### config.mk
export PLATFORM = sky130hd
export DESIGN_NAME = biu_mem_responder
export DESIGN_NICKNAME = d
export VERILOG_FILES = /design/src/rtl/biu_mem_responder.sv
export SDC_FILE = /design/constraint.sdc
export NUM_CORES = 2
export LEC_CHECK = 0
export CORE_ASPECT_RATIO = 1.1
export CORE_UTILIZATION = 55
export CTS_CLUSTER_SIZE = 16
export DETAILED_ROUTE_END_ITERATION = 12
export DONT_BUFFER_PORTS = 1
export HOLD_SLACK_MARGIN = 0.03
export PLACE_DENSITY_LB_ADDON = 0.12
export SYNTH_ARGS = -nofsm -noshare
export SYNTH_HDL_FRONTEND = slang
export SYNTH_SLANG_ARGS = --single-unit
### constraint.sdc
create_clock -name clk -period 3.8 [get_ports clk]
set_input_delay 0.76 -clock clk [delete_from_list [all_inputs] [get_ports clk]]
set_output_delay 0.76 -clock clk [all_outputs]
set_load 0.01 [all_outputs]
### src/rtl/biu_mem_responder.sv
// Memory-side slave for the BIU cs/sel/ready handshake: word reads/writes and two-beat fetches.
// Each ready beat follows WAIT_STATES+1 cycles in WAIT. Dropping cs aborts a transaction; HOLD waits for cs release.
module biu_mem_responder #(
    parameter int AW          = 8,
    parameter int WAIT_STATES = 1
) (
    input  logic        clk,
    input  logic        reset,
    input  logic        cs,
    input  logic [1:0]  sel,
    input  logic [15:0] addr,
    input  logic [15:0] wdata,
    output logic [15:0] rdata,
    output logic        ready,
    output logic [31:0] ir_out,
    output logic        ir_valid,
    output logic        busy,
    output logic        err
);
    typedef enum logic [1:0] {S_IDLE, S_WAIT, S_RESP, S_HOLD} state_t;

    localparam logic [1:0]    SEL_RSVD = 2'b00;
    localparam logic [1:0]    SEL_WR   = 2'b10;
    localparam logic [1:0]    SEL_IF   = 2'b11;
    localparam logic [3:0]    WS_INIT  = 4'(WAIT_STATES);
    localparam logic [AW-1:0] ADDR_ONE = {{(AW-1){1'b0}}, 1'b1};

    state_t          r_state;
    logic [3:0]      r_cnt;
    logic            r_beat;
    logic [AW-1:0]   r_addr;
    logic [1:0]      r_sel;
    logic [15:0]     r_wdata;
    logic [15:0]     r_rdata;
    logic            r_ready;
    logic [31:0]     r_ir_out;
    logic            r_ir_valid;
    logic            r_busy;
    logic            r_err;
    logic [15:0]     r_mem [0:(1<<AW)-1];

    logic            w_we;
    logic [15:0]     w_mem_q;
    logic            w_addr_unused;

    assign w_mem_q       = r_mem[r_addr];
    assign w_addr_unused = ^addr;
    // A write only lands if cs is still held when RESP completes.
    assign w_we          = (r_state == S_RESP) && cs && (r_sel == SEL_WR);

    always_ff @(posedge clk) begin
        if (w_we) begin
            r_mem[r_addr] <= r_wdata;
        end
    end

    always_ff @(posedge clk or negedge reset) begin
        if (!reset) begin
            r_state    <= S_IDLE;
            r_cnt      <= 4'd0;
            r_beat     <= 1'b0;
            r_addr     <= '0;
            r_sel      <= 2'b00;
            r_wdata    <= 16'h0000;
            r_rdata    <= 16'h0000;
            r_ready    <= 1'b0;
            r_ir_out   <= 32'h0000_0000;
            r_ir_valid <= 1'b0;
            r_busy     <= 1'b0;
            r_err      <= 1'b0;
        end else begin
            r_ready    <= 1'b0;
            r_ir_valid <= 1'b0;
            r_err      <= 1'b0;
            case (r_state)
                S_IDLE: begin
                    if (cs) begin
                        r_busy <= 1'b1;
                        if (sel == SEL_RSVD) begin
                            r_err   <= 1'b1;
                            r_state <= S_HOLD;
                        end else begin
                            r_addr  <= addr[AW-1:0];
                            r_sel   <= sel;
                            r_wdata <= wdata;
                            r_cnt   <= WS_INIT;
                            r_beat  <= 1'b0;
                            r_state <= S_WAIT;
                        end
                    end
                end
                S_WAIT: begin
                    if (!cs) begin
                        r_state <= S_IDLE;
                        r_busy  <= 1'b0;
                    end else if (r_cnt != 4'd0) begin
                        r_cnt <= r_cnt - 4'd1;
                    end else begin
                        r_state <= S_RESP;
                        r_ready <= 1'b1;
                        if (r_sel != SEL_WR) begin
                            r_rdata <= w_mem_q;
                        end
                        // r_rdata still holds the first fetch beat here.
                        if (r_sel == SEL_IF && r_beat) begin
                            r_ir_out   <= {r_rdata, w_mem_q};
                            r_ir_valid <= 1'b1;
                        end
                    end
                end
                S_RESP: begin
                    if (!cs) begin
                        r_state <= S_IDLE;
                        r_busy  <= 1'b0;
                    end else if (r_sel == SEL_IF && !r_beat) begin
                        r_addr  <= r_addr + ADDR_ONE;
                        r_beat  <= 1'b1;
                        r_cnt   <= WS_INIT;
                        r_state <= S_WAIT;
                    end else begin
                        r_state <= S_HOLD;
                    end
                end
                S_HOLD: begin
                    if (!cs) begin
                        r_state <= S_IDLE;
                        r_busy  <= 1'b0;
                    end
                end
                default: begin
                    r_state <= S_IDLE;
                    r_busy  <= 1'b0;
                end
            endcase
        end
    end

    assign rdata    = r_rdata;
    assign ready    = r_ready;
    assign ir_out   = r_ir_out;
    assign ir_valid = r_ir_valid;
    assign busy     = r_busy;
    assign err      = r_err;
endmodule
==> results.txt <==
----------------------------------------------------
[Power and ir drop]
  Cell area power density ... 746 nW/um2
  Total power ... 137 mW
  Worst supply voltage drop on vdd ... 1.41 mV
  Leak Pwr ... 60.8 nW

[Timing]
  Total setup violations reported at the end of the flow ... 0
  Hold Violations, Final ... 0
  Maximum clock rate ... 264 MHz
  Setup slack after layout ... 0.00955 ns
  Worst Max-Slew Pin Slew ... 1.25 ns
  Accumulated negative setup slack ... 0 ns
  Number of pins exceeding their max-slew limit in the final report ... 0
  Worst slack on hold paths ... 0.0953 ns
  Relative max-transition margin ... 0.165
  Crit path time final ... 3.79 ns
  Clock skew ... 0.0596 ns
  RSZ-0062 raised after global routing ... false
  Post-route clock period utilization ... 0.997

[Worst setup path]
  Library cell contributing the largest single delay on the critical path ... sky130_fd_sc_hd__or4b_2
  Depth of the worst register-to-register path ... 11
  Biggest fanout along the worst timing path ... 16
  Critical path buffers and inverters ... 4
  Logic depth of the worst path, buffers included ... 11
  WP data required ... 4.63 ns
  Start-to-end type of the worst setup path ... reg2reg
  Stage delay of the slowest cell on the critical path ... 0.90 ns
  Startpoint type of the worst setup path ... flop
  Cell type with the highest occurrence count on the critical path ... sky130_fd_sc_hd__buf_4
  Cell chain of the critical path ... buf_12, or4b_2, o22ai_1, nor3_1, buf_4, a41oi_1, buf_4, a2111o_1, o32ai_2, buf_4, o21ai_1
  Data arrival time of the critical path ... 4.62 ns
  Cell class contributing the biggest share of worst-path delay ... compound AO/OA/AOI/OAI gates
  Type of destination of the critical path ... flop

[Floorplan]
  Area of the core ... 289,000 um2
  Number of I/O pins ... 89
  Die span in x ... 516 um
  Die span in y ... 568 um
  Total Die Area ... 293,000 um2
  Std-Cell Rows ... 207
  Initial cell density of the core ... 0.553

[Clock network]
  Buffer count from post-CTS setup fixing ... 0
  Clk slew on worst S/H paths ... 0.06 ns
  Buffers from clock root to sink, at most ... 4
  CTS Root Buffer Type ... sky130_fd_sc_hd__clkbuf_16
  CTS H-tree depth ... 5
  Sink Count ... 4,181
  TritonCTS clock tree ... yes
  Insertion delay of the later-clocked pin in the worst-skew pair ... 0.91 ns
  Total clock buffers created by CTS ... 408

[Layout]
  Relative area change from synthesis to final layout ... 14.7%
  Fill cell count ... 19,600
  Area taken by flip-flops and latches ... 125,000 um2
  Share of post-route cells with drive strength above 1 ... 0.250
  Net count reported at finish ... 8,393
  Area occupied by multi-input gates ... 32,900 um2

[Global routing]
  Remaining global-route overflow ... 0
  Maximum number of pins on one net before global-route repair ... 111
  First-pass GRT wire length ... 585,000 um
  Number of global-route vias before repair ... 79,800
  Initial antenna violation count ... 25
  Total routing resource utilization after global routing ... 0.282

[Placement]
  DPL Wire Length ... 253,000 um
  Worst slack at placement ... 0.0957 ns
  Buffers on Ports ... 0
  Placer Congestion ... 0.875

[Logic synthesis]
  Cell taking the most area after synthesis ... sky130_fd_sc_hd__edfxtp_1
  Post-Syn Instances ... 7,656
  Netlist cell types ... 55
  Number of synthesis warnings ... 0
  Count of flip-flops with a built-in enable after synthesis ... 4,096
  Asr flop ratio synth ... 0.0203
  Share of synthesized area occupied by flip-flops and latches ... 0.782
  Syn Nets ... 7,698
  Netlist Area Pre-Place ... 160,000 um2
  FF+latch count, synth ... 4,181
  Largest cells by area after synthesis ... sky130_fd_sc_hd__edfxtp_1, sky130_fd_sc_hd__mux4_2, sky130_fd_sc_hd__mux2i_1, sky130_fd_sc_hd__dfrtp_1, sky130_fd_sc_hd__a22oi_1
  Most used flip-flop cell after synthesis ... sky130_fd_sc_hd__edfxtp_1
  Mean post-synth cell area ... 20.9 um2
  Top-area cell type share of the netlist area ... 0.769

[Hold path]
  WHS Path Cells ... 2
  Hold/Removal Path Class ... in2reg

[Drt]
  Routed length per instance ... 32.8 um
  Antenna viol nets, final ... 0
  Via total after detailed routing ... 80,900
  Final Routed Wirelength ... 413,000 um
  First-iteration detailed-routing DRC count ... 9,749
  Total DRC errors in the routed layout ... 0
  Count of TritonRoute iterations in the first routing pass ... 5
  Ratio of routed vias to standard cells ... 6.43

[Run]
  Number of violations of the max-capacitance limit ... 0

[Status]
  Run status ... completed

----------------------------------------------------
## where the power goes
| part | total [mW] | internal (mW) | switching [mW] |
|---|---|---|---|
| Sequential | 58.6 | 56.7 | 1.91 |
| Combinational | 37.9 | 14.2 | 23.7 |
| Clock | 40.4 | 23.3 | 17.1 |
| Total | 137 | 94.2 | 42.7 |
## metal layers
layer / wire length, um / track usage / share of wire
met4: 13300 / 0.0877 / 0.032
met1: 167000 / 0.412 / 0.41
met5: 126 / 0 / 0.00031
met2: 193000 / 0.430 / 0.47
met3: 38600 / 0.0585 / 0.093
## cell usage after synthesis (50+ instances only)
| master | instances |
|---|---|
| sky130_fd_sc_hd__dfrtp_1 | 85 |
| sky130_fd_sc_hd__nor2_1 | 307 |
| sky130_fd_sc_hd__mux2i_1 | 653 |
| sky130_fd_sc_hd__nand3_1 | 122 |
| sky130_fd_sc_hd__o21ai_0 | 87 |
| sky130_fd_sc_hd__edfxtp_1 | 4096 |
| sky130_fd_sc_hd__o22ai_1 | 50 |
| sky130_fd_sc_hd__nor3_1 | 53 |
| sky130_fd_sc_hd__nand2_1 | 152 |
| sky130_fd_sc_hd__clkbuf_1 | 211 |
| sky130_fd_sc_hd__a221oi_1 | 125 |
| sky130_fd_sc_hd__a21oi_1 | 61 |
| sky130_fd_sc_hd__mux4_2 | 721 |
| sky130_fd_sc_hd__a31oi_1 | 64 |
| sky130_fd_sc_hd__a22o_1 | 52 |
| sky130_fd_sc_hd__buf_2 | 172 |
| sky130_fd_sc_hd__nand4_1 | 51 |
| sky130_fd_sc_hd__a22oi_1 | 253 |
## area by class of cell
cell class | count | share of cell area
tap | 3866 | 0.0264
clock inverter | 259 | 0.0133
inverter | 12 | 0.000245
sequential | 4181 | 0.682
timing repair buffer | 753 | 0.0393
antenna | 12 | 0.000164
multi-input combinational | 2995 | 0.179
clock buffer | 496 | 0.0594
## worst paths after layout
path	to	from	slack (ns)
max in group asynchronous	rdata[14]	reset	2.81
worst min register to register	r_sel[1]	r_sel[1]	0.55
min in group asynchronous	ir_out[11]	reset	0.54
worst max-delay path	ir_out[9]	r_addr[3]	0.01
worst max register to register	ir_out[9]	r_addr[3]	0.01
worst min-delay path	r_addr[2]	addr[2]	0.1
## state kept, by name, indices dropped and copies added, names as in the netlist, 2 cells and up
| register | cells |
|---|---|
| ir_out | 32 |
| r_addr | 8 |
| r_cnt | 4 |
| r_mem | 4096 |
| r_sel | 2 |
| r_state | 2 |
| r_wdata | 16 |
| rdata | 16 |
## layout by cell type (no fill, tap or decap), types with 13 or more instances in the layout
| cell | count |
|---|---|
| sky130_fd_sc_hd__clkbuf_1 | 67 |
| sky130_fd_sc_hd__buf_12 | 119 |
| sky130_fd_sc_hd__dlygate4sd3_1 | 23 |
| sky130_fd_sc_hd__nand3_1 | 106 |
| sky130_fd_sc_hd__or3_1 | 15 |
| sky130_fd_sc_hd__clkbuf_16 | 421 |
| sky130_fd_sc_hd__o21ai_1 | 30 |
| sky130_fd_sc_hd__mux4_2 | 721 |
| sky130_fd_sc_hd__nand4_1 | 51 |
| sky130_fd_sc_hd__nand2_1 | 152 |
| sky130_fd_sc_hd__o21ai_0 | 86 |
| sky130_fd_sc_hd__nor3_1 | 53 |
| sky130_fd_sc_hd__nand3_2 | 16 |
| sky130_fd_sc_hd__and3_1 | 37 |
| sky130_fd_sc_hd__dfrtp_4 | 19 |
| sky130_fd_sc_hd__buf_4 | 610 |
| sky130_fd_sc_hd__o32ai_2 | 14 |
| sky130_fd_sc_hd__clkinv_1 | 78 |
| sky130_fd_sc_hd__a41oi_1 | 16 |
| sky130_fd_sc_hd__clkinv_2 | 107 |
| sky130_fd_sc_hd__a22oi_1 | 253 |
| sky130_fd_sc_hd__mux2_2 | 32 |
| sky130_fd_sc_hd__a21oi_1 | 59 |
| sky130_fd_sc_hd__bufinv_16 | 43 |
| sky130_fd_sc_hd__nor2_1 | 304 |
| sky130_fd_sc_hd__a2111o_1 | 15 |
| sky130_fd_sc_hd__a31oi_1 | 64 |
| sky130_fd_sc_hd__o22ai_1 | 50 |
| sky130_fd_sc_hd__a32oi_1 | 16 |
| sky130_fd_sc_hd__a22o_1 | 52 |
| sky130_fd_sc_hd__mux2i_1 | 653 |
| sky130_fd_sc_hd__a221oi_1 | 125 |
| sky130_fd_sc_hd__clkinvlp_4 | 13 |
| sky130_fd_sc_hd__dfrtp_1 | 63 |
| sky130_fd_sc_hd__edfxtp_1 | 4096 |
## through the flow
stage                     cell area (um2)   util  std cells
after detailed placement           170000  0.587      11800
after global placement             170000  0.587      11800
after floorplan                    160000      -       7656
final                              184000  0.634      12600
after global routing               184000  0.634      12600
after CTS                          183000  0.634      12600
## cells by family (layout without fill, tap and decap cells)
| group | count (synthesis) | after routing | share of synthesized area |
|---|---|---|---|
| AOI/OAI and AO/OA | 796 | 796 | 0.0365 |
| xor gates and xnor gates | 2 | 2 | 0.000109 |
| adders and majority gates | 6 | 6 | 0.000453 |
| buffers and inverters | 480 | 1520 | 0.0141 |
| DFF | 4181 | 4181 | 0.782 |
| muxes | 1406 | 1406 | 0.145 |
| other | 0 | 12 | 0 |
| and+or+nand+nor | 785 | 785 | 0.0224 |
## repair_timing
action / 4_1_cts / 5_1_grt
setup endpoints to repair: 0 / 3
hold buffers: 23 / 1
gates resized for setup: 0 / 2
endpoints found under the hold margin: 107 / 1
Note: power is estimated with default switching activity, not from simulation.
